### config.mk
export PLATFORM = sky130hd
export DESIGN_NAME = hdlc_tx_framer
export DESIGN_NICKNAME = d
export VERILOG_FILES = /design/src/rtl/hdlc_tx_framer.sv
export SDC_FILE = /design/constraint.sdc
export NUM_CORES = 1
export LEC_CHECK = 0
export ABC_AREA = 1
export CORE_UTILIZATION = 41
export DETAILED_ROUTE_END_ITERATION = 10
export DONT_BUFFER_PORTS = 1
export SLEW_MARGIN = 10
export SYNTH_ARGS = -nofsm -noshare
export SYNTH_HDL_FRONTEND = slang
export SYNTH_SLANG_ARGS = --single-unit
### constraint.sdc
create_clock -name Clk -period 2 [get_ports Clk]
set_input_delay 0.2 -clock Clk [delete_from_list [all_inputs] [get_ports Clk]]
set_output_delay 0.2 -clock Clk [all_outputs]
set_load 0.03 [all_outputs]
### src/rtl/hdlc_tx_framer.sv
// rtl/hdlc_tx_framer.sv - bit-level HDLC transmit framer; optional FCS when HDLC_FCS_EN is defined
module hdlc_tx_framer #(
  parameter int          MAX_BYTES = 128,
  parameter logic [15:0] CRC_INIT  = 16'hFFFF
) (
  input  logic       Clk,
  input  logic       Rst,
  input  logic       Tx_Enable,
  input  logic       Tx_DataAvail,
  input  logic [7:0] Tx_Data,
  output logic       Tx_RdBuff,
  input  logic       Tx_AbortFrame,
  output logic       Tx,
  output logic       Tx_ValidFrame,
  output logic       Tx_Done,
  output logic       Tx_AbortedTrans
);

  // The byte counter is 8 bits wide, so larger frame limits cannot be honoured.
  if (MAX_BYTES > 255) begin : g_bad_max_bytes
    $error("hdlc_tx_framer: MAX_BYTES must not exceed 255");
  end

  localparam logic [7:0] LP_FLAG = 8'h7E;
  localparam logic [7:0] LP_MAX  = 8'(MAX_BYTES);

`ifdef HDLC_FCS_EN
  typedef enum logic [2:0] {
    S_IDLE, S_FLAG_OPEN, S_DATA, S_FCS, S_FLAG_CLOSE, S_ABORT
  } state_t;
`else
  typedef enum logic [2:0] {
    S_IDLE, S_FLAG_OPEN, S_DATA, S_FLAG_CLOSE, S_ABORT
  } state_t;
`endif

  state_t      r_state, w_nxt_state;
  logic [2:0]  r_idx, w_nxt_idx;        // index of the symbol bit currently on Tx
  logic [2:0]  r_ones, w_nxt_ones;      // consecutive ones currently on the line
  logic [6:0]  r_shift, w_nxt_shift;    // remaining bits of the current symbol
  logic        r_have_next, w_nxt_have; // a byte was popped for the next symbol
  logic [7:0]  r_bytes, w_nxt_bytes;    // bytes popped in this frame
  logic        r_tx, w_nxt_tx;
  logic        r_rd, w_nxt_rd;
  logic        r_valid, w_nxt_valid;
  logic        r_done, w_nxt_done;
  logic        r_aborted, w_nxt_aborted;
  logic        r_abort_q;
  logic        r_rd_d;
  logic [7:0]  r_hold;
  logic [7:0]  w_byte;
  logic [2:0]  w_idx_inc;
  logic        w_abort_req;
  logic        w_can_pop;

`ifdef HDLC_FCS_EN
  logic [15:0] r_crc, w_nxt_crc;
  logic        r_fcs_hi, w_nxt_fcs_hi;  // second FCS byte is being sent

  // Reflected CRC-16-CCITT update over one byte, LSB first.
  function automatic logic [15:0] f_crc_byte(input logic [15:0] i_crc, input logic [7:0] i_byte);
    logic [15:0] v;
    v = i_crc ^ {8'h00, i_byte};
    for (int i = 0; i < 8; i++) begin
      v = v[0] ? ((v >> 1) ^ 16'h8408) : (v >> 1);
    end
    return v;
  endfunction
`else
  logic w_unused_crc;
  assign w_unused_crc = ^CRC_INIT;
`endif

  // The buffer presents the byte only in the cycle after the pop, so it is held until the symbol boundary.
  assign w_byte      = r_rd_d ? Tx_Data : r_hold;
  assign w_idx_inc   = r_idx + 3'd1;
  assign w_abort_req = Tx_AbortFrame && !r_abort_q && r_valid;
  assign w_can_pop   = Tx_DataAvail && (r_bytes < LP_MAX);

  assign Tx              = r_tx;
  assign Tx_RdBuff       = r_rd;
  assign Tx_ValidFrame   = r_valid;
  assign Tx_Done         = r_done;
  assign Tx_AbortedTrans = r_aborted;

  // State register.
  always_ff @(posedge Clk or negedge Rst) begin
    if (!Rst) begin
      r_state <= S_IDLE;
    end else begin
      r_state <= w_nxt_state;
    end
  end

  // Next-state and next-bit decision; every line-visible output is registered from here.
  always_comb begin
    w_nxt_state   = r_state;
    w_nxt_idx     = r_idx;
    w_nxt_tx      = 1'b1;
    w_nxt_shift   = r_shift;
    w_nxt_have    = r_have_next;
    w_nxt_bytes   = r_bytes;
    w_nxt_rd      = 1'b0;
    w_nxt_valid   = r_valid;
    w_nxt_done    = 1'b0;
    w_nxt_aborted = r_aborted;
    w_nxt_ones    = 3'd0;
`ifdef HDLC_FCS_EN
    w_nxt_crc     = r_crc;
    w_nxt_fcs_hi  = r_fcs_hi;
`endif
    if (w_abort_req) begin
      w_nxt_state = S_ABORT;
      w_nxt_idx   = 3'd0;
      w_nxt_tx    = 1'b0;
      w_nxt_valid = 1'b0;
      w_nxt_have  = 1'b0;
    end else begin
      case (r_state)
        S_IDLE: begin
          if (Tx_Enable && Tx_DataAvail) begin
            w_nxt_state   = S_FLAG_OPEN;
            w_nxt_idx     = 3'd0;
            w_nxt_tx      = LP_FLAG[0];
            w_nxt_valid   = 1'b1;
            w_nxt_aborted = 1'b0;
            w_nxt_rd      = 1'b1;
            w_nxt_bytes   = 8'd1;
`ifdef HDLC_FCS_EN
            w_nxt_crc     = CRC_INIT;
            w_nxt_fcs_hi  = 1'b0;
`endif
          end
        end
        S_FLAG_OPEN: begin
          if (r_idx != 3'd7) begin
            w_nxt_idx = w_idx_inc;
            w_nxt_tx  = LP_FLAG[w_idx_inc];
          end else begin
            w_nxt_state = S_DATA;
            w_nxt_idx   = 3'd0;
            w_nxt_shift = w_byte[7:1];
            w_nxt_tx    = w_byte[0];
            w_nxt_have  = 1'b0;
`ifdef HDLC_FCS_EN
            w_nxt_crc   = f_crc_byte(r_crc, w_byte);
`endif
          end
        end
        S_DATA: begin
          if (r_ones == 3'd5) begin
            w_nxt_tx = 1'b0;
          end else if (r_idx != 3'd7) begin
            w_nxt_idx   = w_idx_inc;
            w_nxt_tx    = r_shift[0];
            w_nxt_shift = {1'b0, r_shift[6:1]};
            if (w_idx_inc == 3'd6 && w_can_pop) begin
              w_nxt_rd    = 1'b1;
              w_nxt_bytes = r_bytes + 8'd1;
              w_nxt_have  = 1'b1;
            end
          end else if (r_have_next) begin
            w_nxt_idx   = 3'd0;
            w_nxt_shift = w_byte[7:1];
            w_nxt_tx    = w_byte[0];
            w_nxt_have  = 1'b0;
`ifdef HDLC_FCS_EN
            w_nxt_crc   = f_crc_byte(r_crc, w_byte);
`endif
          end else begin
`ifdef HDLC_FCS_EN
            w_nxt_state  = S_FCS;
            w_nxt_idx    = 3'd0;
            w_nxt_shift  = ~r_crc[7:1];
            w_nxt_tx     = ~r_crc[0];
            w_nxt_fcs_hi = 1'b0;
`else
            w_nxt_state = S_FLAG_CLOSE;
            w_nxt_idx   = 3'd0;
            w_nxt_tx    = LP_FLAG[0];
`endif
          end
        end
`ifdef HDLC_FCS_EN
        S_FCS: begin
          if (r_ones == 3'd5) begin
            w_nxt_tx = 1'b0;
          end else if (r_idx != 3'd7) begin
            w_nxt_idx   = w_idx_inc;
            w_nxt_tx    = r_shift[0];
            w_nxt_shift = {1'b0, r_shift[6:1]};
          end else if (!r_fcs_hi) begin
            w_nxt_idx    = 3'd0;
            w_nxt_shift  = ~r_crc[15:9];
            w_nxt_tx     = ~r_crc[8];
            w_nxt_fcs_hi = 1'b1;
          end else begin
            w_nxt_state = S_FLAG_CLOSE;
            w_nxt_idx   = 3'd0;
            w_nxt_tx    = LP_FLAG[0];
          end
        end
`endif
        S_FLAG_CLOSE: begin
          if (r_idx != 3'd7) begin
            w_nxt_idx  = w_idx_inc;
            w_nxt_tx   = LP_FLAG[w_idx_inc];
            w_nxt_done = (w_idx_inc == 3'd7);
          end else begin
            w_nxt_state = S_IDLE;
            w_nxt_valid = 1'b0;
          end
        end
        S_ABORT: begin
          if (r_idx != 3'd7) begin
            w_nxt_idx = w_idx_inc;
            if (w_idx_inc == 3'd7) begin
              w_nxt_aborted = 1'b1;
            end
          end else begin
            w_nxt_state = S_IDLE;
          end
        end
        default: begin
          w_nxt_state = S_IDLE;
          w_nxt_valid = 1'b0;
        end
      endcase
    end
    // The ones run continues across symbol boundaries while stuffing applies; flags and aborts restart it.
    if (w_nxt_state == S_DATA && w_nxt_tx) begin
      w_nxt_ones = r_ones + 3'd1;
    end
`ifdef HDLC_FCS_EN
    if (w_nxt_state == S_FCS && w_nxt_tx) begin
      w_nxt_ones = r_ones + 3'd1;
    end
`endif
  end

  // Datapath and output registers.
  always_ff @(posedge Clk or negedge Rst) begin
    if (!Rst) begin
      r_idx       <= 3'd0;
      r_ones      <= 3'd0;
      r_shift     <= 7'd0;
      r_have_next <= 1'b0;
      r_bytes     <= 8'd0;
      r_tx        <= 1'b1;
      r_rd        <= 1'b0;
      r_valid     <= 1'b0;
      r_done      <= 1'b0;
      r_aborted   <= 1'b0;
    end else begin
      r_idx       <= w_nxt_idx;
      r_ones      <= w_nxt_ones;
      r_shift     <= w_nxt_shift;
      r_have_next <= w_nxt_have;
      r_bytes     <= w_nxt_bytes;
      r_tx        <= w_nxt_tx;
      r_rd        <= w_nxt_rd;
      r_valid     <= w_nxt_valid;
      r_done      <= w_nxt_done;
      r_aborted   <= w_nxt_aborted;
    end
  end

  // Buffer read capture and abort edge detection.
  always_ff @(posedge Clk or negedge Rst) begin
    if (!Rst) begin
      r_rd_d    <= 1'b0;
      r_hold    <= 8'h00;
      r_abort_q <= 1'b0;
    end else begin
      r_rd_d    <= r_rd;
      r_abort_q <= Tx_AbortFrame;
      if (r_rd_d) begin
        r_hold <= Tx_Data;
      end
    end
  end

`ifdef HDLC_FCS_EN
  // Frame check sequence state.
  always_ff @(posedge Clk or negedge Rst) begin
    if (!Rst) begin
      r_crc    <= CRC_INIT;
      r_fcs_hi <= 1'b0;
    end else begin
      r_crc    <= w_nxt_crc;
      r_fcs_hi <= w_nxt_fcs_hi;
    end
  end
`endif

endmodule

Word level (Yosys, flattened, before mapping) --
Memory sizes are Yosys's and may differ from the RTL's. Cells that the tools add are included.
Operators by class: $lt $le $gt $ge 2, reductions and logical operators 21, add/subtract/negate cells 3, bitwise operators 1, muxes and demuxes 57, equality and inequality tests 24
Operators by type and width (count):
- $mux W8 | 5
- $mux W3 | 13
- $mux W7 | 4
- $mux W1 | 26
- $pmux W3 S4 | 2
- $ne A3 B3 Y1 const B | 6
- $pmux W8 S2 | 1
- $ne A2 B2 Y1 const B | 7
- $pmux W7 S2 | 1
- $eq A3 B3 Y1 const B | 4
- $reduce_and A5 Y1 | 2
- $eq A3 B2 Y1 const B | 3
- $add A8 B1 Y8 const B | 1
- $lt A8 B8 Y1 const B | 1
- $reduce_and A4 Y1 | 2
- $add A3 B1 Y3 const B | 2
- $logic_and A1 B1 Y1 | 6
- $pmux W1 S2 | 3
- $reduce_and A6 Y1 | 1
- $reduce_bool A2 Y1 | 3
- $reduce_bool A5 Y1 | 1
- $lt A3 B4 Y1 const B | 1
- $ne A4 B4 Y1 const B | 1
- $pmux W1 S4 | 1
- 11 further kinds | 11
Storage, ports and cells: memories 1, flip-flop bits (word level) 40, logic and storage cells 123, output and inout port bits 5, ROM bits 8
Memories:
- (no name shown) | depth 8, bits a word 1, read ports 1, clocked after memory_dff 0, wr ports 0, line 207 | w_nxt_tx = LP_FLAG[w_idx_inc];

Longest topological paths before layout --
Gate-level depths: netlist of the first run.
word-level depth 8, mapped depth 12, gate-level depth less buffers 11

Worst setup path after synthesis of the first run --
No wires, ideal clock.
path kind register -> register, start register r_idx[0], end register r_bytes[2], period minus slack after synthesis 1.816 ns, arrival time 1.696 ns, path slack 0.184 ns, buffers on the path 1, stages on the path, launching flop included 11, required time 1.879 ns, path through dfrtp_1 ha_1 ha_1 inv_1 nor3_1 nand4_1 nand2_1 nand2_1 buf_2 nand2_1 o21ai_1
Between the ends: longest elaborated chain between the ends 5
Ends and longest elaborated chain:
- from (decl) | line 38 | logic [2:0] r_idx, w_nxt_idx;
- from (signal assigned) | line 255 | r_idx <= w_nxt_idx;
- $add A3 B1 Y3 | line 76 | assign w_idx_inc = r_idx + 3'd1;
- $eq A3 B3 Y1 | line 157 | if (w_idx_inc == 3'd6 && w_can_pop) begin
- $logic_and A1 B1 Y1 | line 157
- $ne A2 B2 Y1 (no source line)
- $reduce_and A6 Y1 (no source line) (*)
- to (signal assigned) | line 259 | r_bytes <= w_nxt_bytes;
- to (decl) | line 42 | logic [7:0] r_bytes, w_nxt_bytes;
Mark *: on every way between the ends. The rest lies on a longest branch, timed or not. A chain may end at the register's enable or synchronous reset.

Worst setup path in the final report of the first run --
start register r_idx[0], end register r_bytes[7]
Same word-level chain as after synthesis.

==> impl_summary.md, run 1 <==
Drt
The number of DRC markers in iteration 0 is 101. Once detail routing completed, the nets flagged for antenna violations numbered 0. Before antenna repair, the detailed router went through 4 iterations. The routed layout has 1789 vias. The routed wire length per instance is 11.5 microns. The vias per cell is around 4.8. For this run, design rule violations remaining after detail routing come to 0.

Summed over all layers, the routed wires come to between 4 and 5 mm.

Yosys
The number of standard cells after synthesis is 285. The fraction of synthesis flops using an asynchronous set or reset pin is 100%. Yosys printed 0 warnings. The fraction of the yosys area taken by sequential cells is 45.2%.

The adder and majority gate portion of the synthesized area is 5.64%. In this run, synthesis inferred 0 flip-flops with an integrated enable. The post-synthesis register bit count is 40. Counting every net in the synthesized netlist gives between 300 and 400. The post-synthesis instance area is 2220 sq um. The number of unique standard cell types used by synthesis is 26.

The mean area per synthesized cell is 7.78 sq um. The mux contribution to synthesized area is 0%. The post-synthesis xor/xnor area fraction is between 2 and 2.5%. Summing the areas of all and, or, nand and nor instances in the mapped netlist gives 33.1% of the synthesized area.

The compound-cell area share of the yosys netlist is between 6 and 7%. By area, the combinational part of the netlist is dominated by simple AND/OR/NAND/NOR gates. The main flop type after synthesis is dfrtp_1.

Floorplanning
From bottom edge to top edge, the die measures 75.5 microns. 18 I/O pins were placed. The core area is between 5000 and 6000 sq um. The number of placement rows is 26. The starting utilization of the core area is 42.9%. The floorplan step defined a die boundary enclosing 5710 sq um. The die span in x is 75.5 microns.

Power and ir drop
The share of total power in sequential cells is 43.9%. The internal power consumption is 1750 uW. The worst IR drop on VDD is 0.000475 V. Of the total power, the share spent switching nets is 37.6%.

In this run, the clock network consumes 23.4% of the power. The completed layout was analyzed and its total power is between 2000 and 3000 uW. Combinational logic burns 32.7% of the power. The leakage power is 0.00129 uW. The switching power is 1060 uW.

In this run the power density over the cells is 1130 nW/um^2.

Setup path
The most critical setup path has its endpoint at r_bytes[7]. In this run the worst path has a maximum fanout of 5. The critical path contains buffers and inverters numbering 2 combined. The worst setup path is captured at a flop. On the critical path the largest part of the delay comes from simple AND/OR/NAND/NOR gates. The beginning of the critical path is r_idx[0]. In this design, the critical path's most frequently occurring cell is nand2_1. The critical path crosses 10 cells after its start point. The length in cells of the worst reg-to-reg path is 10.

The capture point of the worst reg-to-reg path is r_bytes[7]. For the worst setup path, the data arrival time is 1.99 ns. The register-to-register setup slack is 0.20 ns. The cell with the biggest individual delay on the critical path is dfrtp_1. The critical path goes through ha_1, ha_1, inv_1, nor3_2, nand4_1, nand2_1, nand2_1, buf_4, nand2_1, nand2_1.

At the worst endpoint, the required time is between 2 and 2.5 ns. The reg-to-reg startpoint is r_idx[0]. The worst setup path is of the flop to flop kind. The stage delay of the slowest cell on the critical path is 0.38 ns. The worst setup path is launched from a flop.

GRT
The via count of the first global-routing pass is 1638. After global routing the overflow that remains totals 0. The global-route wire length before repair is about 7.4 mm.

The total global routing track utilization is 17.1%. The maximum number of pins on one net before global-route repair is 41. After global routing, the most crowded layer is met2. The initial antenna violation count was 0.

The global routing usage on met1 is approximately a quarter. Global routing consumed, on the met2 layer, between 20% and 30% of the routing resources. Global routing consumed, on the met3 layer, 4.63% of the routing resources.

Clock network
The clock-pin slew on the worst setup and hold paths is 0.08 ns. The clock tree root driver cell is clkbuf_8. The clock tree synthesis step divided the H-tree into 2 levels. The number of buffers inserted to repair setup after CTS is 0. TritonCTS built the clock tree. The clock passes through at most 2 buffers. The clock net in this run drives a total of 40 sinks. Clock tree synthesis inserted a total of 5 buffers. The clock insertion delay at the later pin of the skew report is 0.29 ns.

STA
The final period utilization is 90.1%. In the final timing run, aggregate negative setup slack is 0 ns. At the pin with the least slew margin, the transition time is approximately 0.34 ns. Setup repair after global routing left no endpoint under its margin.

The number of pins exceeding their max-slew limit in the final report is 0. The total count of hold-check failures in the final report is 0. For this run, the top clock speed supported by timing is approximately 560 MHz.

The clock skew is 0.00797 ns. The final number of setup-violating endpoints is 0. On the final layout, the worst hold slack is 0.0485 ns.

Headroom to the max-slew limit came out at 77.7%. Counting I/O delays and the setup requirement, the final critical path takes 1.80 ns.

Job
The tool flagged a number of max-cap violations equal to 0.

Place
The global placer's final weighted congestion is 0.822. In this run the cell area measured after placement is 2330 sq um. Buffers placed on the I/O ports in this run total 0.

The post-DP HPWL is 3.14 mm.

Finish
The count of inserted antenna diode cells is 0. The area growth from synthesis to layout is 12.2%. The number of nets in the layout is 322. The core occupancy in the finished layout is 48.1%. The number of filler instances in the final layout is 503.

The fraction of final layout cells with drive strength greater than 1 is 14.3%. The final design instance area without fill is between 2000 and 2500 sq um.

Run status
The flow ran to the end, and the final reports show no timing, DRC or antenna violations.

Worst hold path
The class of the most critical hold timing path is primary input to flop.
-- placed cells by master, fill, tap and decap left out, types with 2 or more instances in the layout --
| cell type | netlist | final |
|---|---|---|
| nand2_1 | 103 | 103 |
| dfrtp_1 | 39 | 39 |
| inv_1 | 26 | 26 |
| nand3_1 | 23 | 23 |
| nor2_1 | 20 | 20 |
| o21ai_0 | 13 | 13 |
| ha_1 | 10 | 10 |
| buf_4 | 0 | 9 |
| nand2_2 | 7 | 7 |
| o21ai_2 | 5 | 5 |
| clkbuf_8 | 0 | 5 |
| nor2_2 | 4 | 4 |
| nand4_1 | 4 | 4 |
| xor2_1 | 4 | 4 |
| inv_2 | 3 | 3 |
| a21oi_1 | 3 | 3 |
| nand2_4 | 2 | 2 |
| a31oi_1 | 2 | 2 |
| xnor2_1 | 2 | 2 |
| o21ai_1 | 2 | 2 |
| nor3_1 | 3 | 2 |
| dlygate4sd3_1 | 0 | 2 |
-- cell usage after synthesis (3+ instances only) --
library cell  count  area share, %
nor3_1            3           0.68
xor2_1            4            1.6
nand2_2           7            2.0
o21ai_0          13            2.9
a21oi_1           3           0.68
buf_2             4           0.90
nor2_1           20            3.4
nand2_1         103             17
nand4_1           4            1.1
nand3_1          23            5.2
dfrtp_1          39             44
ha_1             10            5.6
inv_2             3           0.51
o21ai_2           5            2.0
inv_1            26            4.4
nor2_2            4            1.1
-- stage by stage --
stage / instances / setup WS [ns]
after floorplan: 285 / 0.184
after global routing: 370 / 0.0327
final: 370 / 0.199
after CTS: 370 / 0.137
after detailed placement: 359 / 0.142
after global placement: 359 / 0.200
-- power by group through the flow --
| stage | Clock (uW) | Sequential (uW) | Combinational, uW |
|---|---|---|---|
| 2_1_floorplan | 0 | 1230 | 740 |
| 3_5_place_dp | 0 | 1250 | 896 |
| 3_3_place_gp | 0 | 1250 | 896 |
| 6_report | 658 | 1230 | 920 |
| 5_1_grt | 719 | 1270 | 1080 |
| 4_1_cts | 682 | 1240 | 927 |
-- final cells by class --
cell class	instances	area [sq um]	area share [%]
Timing Repair Buffer	12	108	4.32
Multi-Input combinational cell	210	1060	42.7
Clock inverter	3	42.5	1.71
Inverter	30	118	4.73
Sequential cell	40	1000	40.3
Clock buffer	5	68.8	2.77
Tap cell	70	87.6	3.52
-- what timing repair did --
item	in CTS	in global routing
hold buffers	3	0
gates resized for setup	0	1
hold endpoints to repair	41	0
setup endpoints to repair	0	7
-- how the worst min path moves through the flow --
stage	from	to	slack, ns	cells after the start
final	Tx_Data[2]	r_hold[2]	0.05	2
after floorplan	Rst	Tx_AbortedTrans	-0.1	0
after global routing	Tx_Data[4]	r_hold[4]	0.04	2
after detailed placement	Rst	r_hold[5]	-0.09	0
after CTS	Tx_Data[2]	r_hold[2]	0.04	2
after global placement	Rst	r_hold[5]	-0.09	0
-- kinds of logic after synthesis --
kind of cell    Yosys count
buf+inv                  35
compound gates           25
simple gates            169
fa+ha+maj                10
flops                    40
xor+xnor                  6
-- sequential cells by signal, summed over array words and instances (netlist names) --
register and cells:
r_ones 3, Tx_ValidFrame 1, r_hold 8, Tx_RdBuff 1, r_state 3, r_idx 3, Tx 1, r_abort_q 1
r_bytes 8, Tx_AbortedTrans 1, r_rd_d 1, r_shift 7, Tx_Done 1, r_have_next 1
-- per-layer routing --
layer / routed length (microns) / share of wire [%] / vias up
met1: 2080 / 49 / 813
met5: 0 / 0 / -
met2: 1880 / 44 / 44
met4: 52 / 1.2 / 0
li1: - / - / 926
met3: 244 / 5.7 / 6
Power figures use the tool's default switching activity.
==> inputs of run 2 (changes only) <==
MAX_ROUTING_LAYER = met4   (was not set)
PLACE_DENSITY = 0.53   (was not set)
==> impl_summary.md, run 2 (synthesis gave the netlist of run 1 again) <==
Place
The count of buffers inserted at the top-level ports is 0 (unchanged). The post-DP HPWL came to 3.22 mm (+2.5%). The area after detailed placement came to 2320 sq um (-0.32%). The post-place setup slack is -0.0549 ns (-0.197 ns).

The global placer's final weighted congestion is 0.955 (+16%).

Floorplanning
The y dimension of the die is 75.5 microns (unchanged). The die span in x came to 75.5 microns (unchanged). The core area came to 5170 sq um (unchanged). The number of placement rows is 26 (unchanged). The area of the die is 5710 sq um (unchanged). The starting utilization of the core area is 42.9% (unchanged). The count of boundary I/O pins was 18 (unchanged).

Finish
The most common cell after layout, fill and taps aside is nand2_1. The count of inserted antenna diode cells is 0 (unchanged). The number of filler instances in the final layout came to 532 (+5.8%). The final design instance area without fill is 2510 sq um (+0.70%). Compared with the post-synthesis result, the final layout area differs by 13.0%. In the layout the commonest cells are nand2_1 (102), dfrtp_1 (39), inv_1 (25), nand3_1 (23), nor2_1 (20).

The fraction of final layout cells with drive strength greater than 1 is 14.7% (+0.38 points). The largest registers in the layout are r_bytes: 8 flops, r_hold: 8 flops, r_shift: 7 flops. The number of nets in the layout was 321 (-0.31%).

Clock network
The CTS H-tree depth is 2 (unchanged). The clock tree root driver cell is clkbuf_8. The total CTS buffers is 5 (unchanged). The clock-pin slew on the worst setup and hold paths is 0.08 ns (about the same). The clock tree from TritonCTS is done. The clock tree buffer depth is 2 (unchanged). The clock insertion delay at the later pin of the skew report is 0.29 ns (about the same). The clock net sink count is 40 (unchanged).

GRT
The met3 track utilization from global routing is 3.97% (-0.66 points). The global routing usage on met1 is 24.8% (+1.1 points). The total congestion overflow after global routing is 0 (unchanged). The maximum number of pins on one net before global-route repair came to 41 (unchanged). The total global routing track utilization is 18.3% (+1.2 points). The via count of the first global-routing pass was 1657 (+1.2%).

The initial antenna violation count came to 0 (unchanged). The met2 usage in global routing was 27.3% (+1.1 points). The global-route wire length before repair is 7.53 mm (+2.2%). The most congested layer reported by global routing is met2.

Drt
The number of iterations in the first detailed-routing pass is 4 (unchanged). The number of vias after detailed routing was 1785 (-0.22%). The routed wire length was 4.46 mm (+4.8%). The number of DRC markers in iteration 0 is 97 (-4.0%). The number of DRC violations after detailed routing is 0 (unchanged). The antenna violation net count after detailed routing was 0 (unchanged). The vias per cell is 4.84 (about the same). The routed wire length per instance is 12.1 microns (+5.1%).

Power and ir drop
The logic gate share of total power is 32.4% (-0.3 points). The internal power consumption is 1830 uW (+4.6%). The leakage power is 0.00129 uW (+0.45%). The worst IR drop on VDD is 0.000356 V (-25%).

The switching power was 1070 uW (+1.1%). The share of total power in sequential cells came to 42.8% (-1.1 points). The power density normalized to cell area is 1160 nW/um^2 (+2.5%).

The proportion of power drawn by the clock network is 24.9% (+1.5 points). The total power after layout was 2910 uW (+3.3%). The switching share of power was 36.8% (-0.79 points).

STA
The final hold slack is 0.0462 ns (-0.00231 ns). Setup repair after global routing left no endpoint under its margin. The clock skew is 0.00721 ns (-0.000763 ns). The final period utilization is 87.9% (-2.2 points). The worst relative slew slack is 78.2% (+0.56 points). The fmax is 569 MHz (+2.5%). The summed negative setup slack over all endpoints was 0 ns (unchanged). The transition time at the pin with the least slew margin came to 0.327 ns (-0.00837 ns).

The final number of setup-violating endpoints is 0 (unchanged). The total count of hold-check failures in the final report was 0 (unchanged). The post-route minimum period is 1.76 ns (-0.0441 ns).

The number of pins exceeding their max-slew limit in the final report is 0 (unchanged). The setup slack after layout is 0.243 ns (+0.0441 ns).

Setup path
The kind of end point of the critical path is a flop. The arrival time reported for the critical path endpoint is 1.99 ns (about the same). The maximum fanout encountered on the critical timing path is 11 (+6).

STA classifies the critical path startpoint as a flop. The type of the setup path with the least slack is flop to flop. The endpoint required time on the critical path is 2.23 ns (+0.04 ns).

Worst hold path
The min-delay analysis places its worst path in the category primary input to flop.

Run status
The run finished with clean final reports.

Job
The number of max-capacitance violations reported is 0 (unchanged).
[run 2: changes by cell type in the layout (fill, tap and decap cells not counted), sizes merged]
cell,change
clkinvlp,-1
clkbuf,+2
clkinv,-1
buf,-1
[run 2: layer usage]
metal  routed length, microns  part of all wire [%]  vias up
li1                         -                     -      924
met1                     2230                    50      818
met2                     1980                    44       39
met3                      191                   4.3        4
met4                       61                   1.4        0
met5                        0                     0        -
[run 2: worst paths after layout]
path,start,to,slack (ns),cells after the start
hold reg to reg,r_ones[0],r_ones[0],0.47,1
hold / removal,Tx_Data[4],r_hold[4],0.05,2
setup / recovery,r_idx[0],r_bytes[7],0.24,10
max in group asynchronous,Rst,Tx,1.37,2
setup reg to reg,r_idx[0],r_bytes[7],0.24,10
min in group asynchronous,Rst,r_bytes[6],0.37,2
[run 2: power by group through the flow]
stage	clock network (uW)	logic, uW	registers [uW]
finish	722	940	1240
global placement	0	906	1250
detailed placement	0	908	1260
CTS	748	942	1240
floorplan	0	740	1230
global route	780	1100	1280
[run 2: worst max-delay path: stages, from the launching register on]
cell     delay, ns
dfrtp_1       0.39
ha_1          0.21
ha_1          0.29
inv_1         0.06
nor3_2        0.18
nand4_1       0.10
nand2_1       0.13
nand2_4       0.12
inv_4         0.11
nand2_1       0.06
nand2_1       0.05
[run 2: cell type report]
type                            count  area [sq um]  share of cell area (%)
Timing Repair Buffer               11           100                    3.99
Clock buffer                        7          96.3                    3.84
Multi-Input combinational cell    210          1070                    42.7
Clock inverter                      1          30.0                    1.20
Tap cell                           70          87.6                    3.49
Inverter                           30           120                    4.79
Sequential cell                    40          1000                    40.0
[run 2: metrics by stage]
stage               instances  utilization [%]
global route              369             48.5
global placement          358             44.9
finish                    369             48.5
CTS                       369             48.2
detailed placement        358             44.9
floorplan                 285                -
[run 2: timing repair]
item / 4_1_cts / 5_1_grt
setup buffers: 0 / 0
setup endpoints to repair: 5 / 9
cloned: 0 / 0
hold endpoints to repair: 41 / 0
hold buffers: 3 / 0
resized for setup: 2 / 3
==> inputs of run 3 (changes only) <==
ABC_AREA = not set   (was 1)
==> impl_summary.md, run 3 <==
Run status
The flow ran to the end, but the final reports show violations. The final reports fail on setup timing.

Yosys
The largest family of logic cells by synthesized area is simple AND/OR/NAND/NOR gates. The mean area per synthesized cell is 10.3 sq um (+32%). The synthesized netlist net count is 233 (-24%). The number of standard cells after synthesis is 210 (-26%). The synthesized design spends more area on one cell type than any other, namely dfrtp_1.

The post-synthesis xor/xnor area fraction is 0.407% (-2.0 points). The post-synthesis register bit count came to 40 (unchanged). The fraction of the yosys area taken by sequential cells is 46.5% (+1.3 points). Ranked by instance count, the synthesized netlist is headed by dfrtp_1 (39), nand2_1 (20), mux2i_1 (17).

The adder and majority gate portion of the synthesized area came to 5.81% (+0.17 points). The compound-cell area share of the yosys netlist is 13.3% (+6.7 points). By instance count, the leading cell after synthesis is dfrtp_1. The fraction of synthesis flops using an asynchronous set or reset pin came to 100% (unchanged). The mux contribution to synthesized area is 12.6% (+13 points). The post-synthesis instance area is 2150 sq um (-2.9%).

The main flop type after synthesis is dfrtp_1. The number of warnings issued by yosys was 0 (unchanged). The number of unique standard cell types used by synthesis is 47 (+81%). After synthesis, the cell types taking the most area are dfrtp_1 (45%), mux2i_1 (7.9%), ha_1 (5.8%). The number of synthesized flops with an enable pin is 0 (unchanged). The post-synthesis share of cell area spent on and, or, nand and nor gates is 16.6% (-17 points). The fraction of post-synthesis cell area in the top cell type by area was 45.3% (+1.3 points).

Worst hold path
The worst hold path begins at Tx_Data[5]. The hold path depth is 1 (-1). The class of the most critical hold timing path is primary input to flop.

STA
The worst relative slew slack came to 74.0% (-4.3 points). The total count of hold-check failures in the final report is 0 (unchanged). Setup repair after global routing could not meet its margin everywhere. The final number of setup-violating endpoints was 8 (+8).

The summed negative setup slack over all endpoints was -2.02 ns (-2.02 ns). The fmax was 433 MHz (-24%). The setup slack after layout was -0.310 ns (-0.552 ns). The clock skew is 0.00917 ns (+0.00197 ns).

The post-route minimum period is 2.31 ns (+0.552 ns). The transition time at the pin with the least slew margin is 0.387 ns (+0.0600 ns). The final period utilization is 115% (+28 points). The number of pins exceeding their max-slew limit in the final report is 0 (unchanged).

Drt
The routed wire length was 4.88 mm (+9.4%). The number of DRC violations after detailed routing is 0 (unchanged). The number of DRC markers in iteration 0 is 64 (-34%).

The number of vias after detailed routing was 1680 (-5.9%). The vias per cell came to 5.49 (+13%). The antenna violation net count after detailed routing is 0 (unchanged). The number of iterations in the first detailed-routing pass is 4 (unchanged).

The routed wire length per instance came to 16.0 microns (+32%).

Setup path
The arrival time reported for the critical path endpoint is 2.55 ns (+0.56 ns). The stage delay of the slowest cell on the critical path is 0.49 ns (+0.10 ns). The worst register-to-register path begins at r_idx[0]. The register-to-register setup slack was -0.31 ns (-0.55 ns). The beginning of the critical path is r_idx[0]. Walking the worst path, the cells encountered are ha_2, ha_4, or4b_4, o32a_4, or4_4, a21oi_2. The maximum fanout encountered on the critical timing path is 8 (-3). The length in cells of the worst reg-to-reg path is 6 (-4). The type of the setup path with the least slack is flop to flop. The kind of end point of the critical path is a flop.

The startpoint type of the worst setup path is a flop. The endpoint required time on the critical path came to 2.24 ns (about the same). The cell with the biggest individual delay on the critical path is or4b_4.

Job
The number of max-capacitance violations reported was 0 (unchanged).

Floorplanning
The y dimension of the die came to 74.5 microns (-1.4%). The count of boundary I/O pins is 18 (unchanged). The core area is 5070 sq um (-1.9%).

The number of placement rows came to 26 (unchanged). The starting utilization of the core area is 42.4% (-0.43 points). The die span in x is 74.5 microns (-1.4%). The area of the die was 5550 sq um (-2.8%).

GRT
The via count of the first global-routing pass is 1677 (+1.2%). The total global routing track utilization is 20.0% (+1.7 points). The maximum number of pins on one net before global-route repair is 41 (unchanged).

The initial antenna violation count came to 0 (unchanged). The global-route wire length before repair came to 8.00 mm (+6.1%). The total congestion overflow after global routing is 0 (unchanged).

Clock network
The clock insertion delay at the later pin of the skew report is 0.30 ns (about the same). The clock tree buffer depth is 2 (unchanged). The clock tree root driver cell is clkbuf_8. The clock net sink count is 40 (unchanged). The clock tree from TritonCTS is done. The total CTS buffers is 5 (unchanged). The clock-pin slew on the worst setup and hold paths was 0.08 ns (about the same).

The CTS H-tree depth is 2 (unchanged).

Finish
The most common cell after layout, fill and taps aside is dfrtp_1. The count of inserted antenna diode cells was 0 (unchanged). The area growth from synthesis to layout is 26.3%. The largest registers in the layout are r_bytes: 8 flops, r_hold: 8 flops, r_shift: 7 flops. The number of nets in the layout is 258 (-20%). Leaving out fill and tap cells, the most frequent cells in the layout are dfrtp_1 (39), buf_4 (23), nand2_1 (20), mux2i_1 (16), inv_1 (15). The fraction of final layout cells with drive strength greater than 1 is 30.1% (+15 points). The core occupancy in the finished layout was 53.6% (+5.1 points).

Power and ir drop
The leakage power was 0.00117 uW (-9.5%). The worst IR drop on VDD came to 0.000635 V (+78%). The power density normalized to cell area is 1040 nW/um^2 (-9.9%).

Place
The post-DP HPWL was 3.32 mm (+3.2%). The global placer's final weighted congestion is 0.868 (-9.1%). The count of buffers inserted at the top-level ports came to 0 (unchanged).
## run 3: cell count changes after synthesis, moves of 5 or more
cell,change
a21oi_1,+8
clkbuf_1,+7
inv_1,-11
mux2_2,+9
mux2i_1,+17
nand2_1,-83
nand2_2,-7
nand3_1,-19
nor2_1,-10
o21ai_0,-6
o21ai_2,-5
## run 3: logic make-up (layout without fill, tap and decap cells)
kind of cell | count (synthesis) | after routing
AOI/OAI and AO/OA | 43 | 43
xor gates and xnor gates | 1 | 1
adders and majority gates | 10 | 10
buffers and inverters | 25 | 51
DFF | 40 | 40
muxes | 26 | 26
and+or+nand+nor | 65 | 65
## run 3: power by group
group	switching (uW)	internal (uW)	total (uW)
sequential	129	973	1100
combinational	521	433	954
clock	285	499	784
total	936	1910	2840
## run 3: metrics by stage
stage / std cells / power, uW / instance area, sq um / hold WS, ns / setup WS (ns)
after global routing: 306 / 3000 / 2720 / 0.0590 / -0.349
after floorplan: 210 / 1690 / 2190 / -0.0956 / -0.392
final: 306 / 2840 / 2720 / 0.0637 / -0.310
after global placement: 293 / 1960 / 2390 / -0.0947 / -0.320
after detailed placement: 293 / 1990 / 2390 / -0.0947 / -0.391
after CTS: 304 / 2840 / 2640 / 0.0583 / -0.270
## run 3: worst paths after layout
| path | endpoint |
|---|---|
| max reg2reg | r_bytes[4] |
| min in group asynchronous | r_hold[4] |
| max in group asynchronous | Tx |
| min | r_hold[5] |
| max | r_bytes[4] |
| min reg2reg | r_hold[6] |
## run 3: final cells by class
| cell class | instances | area (sq um) |
|---|---|---|
| Clock buffer | 6 | 72.6 |
| Clock inverter | 2 | 60.1 |
| Fill cell | 463 | 2350 |
| Inverter | 15 | 56.3 |
| Multi-Input combinational cell | 145 | 1200 |
| Sequential cell | 40 | 1000 |
| Tap cell | 70 | 87.6 |
| Timing Repair Buffer | 28 | 244 |
## run 3: metal layers
metal	global-route usage (%)	wire length, microns
met5	-	0
met4	6.50	65
met3	4.61	161
met2	33.8	2500
met1	23.4	2160
## run 3: worst max-delay path, delay by kind of cell, from the launching register on
family	cells	cell delay (ns)
AOI/OAI and AO/OA	2	0.57
adders and majority gates	2	0.37
DFF	1	0.38
and+or+nand+nor	2	0.93
## run 3: repair_timing
item,in CTS,in global routing
resized for setup,19,12
pin swaps,4,10
endpoints found under the hold margin,41,0
setup buffers,0,3
endpoints found under the setup margin,18,19
hold buffers,3,0
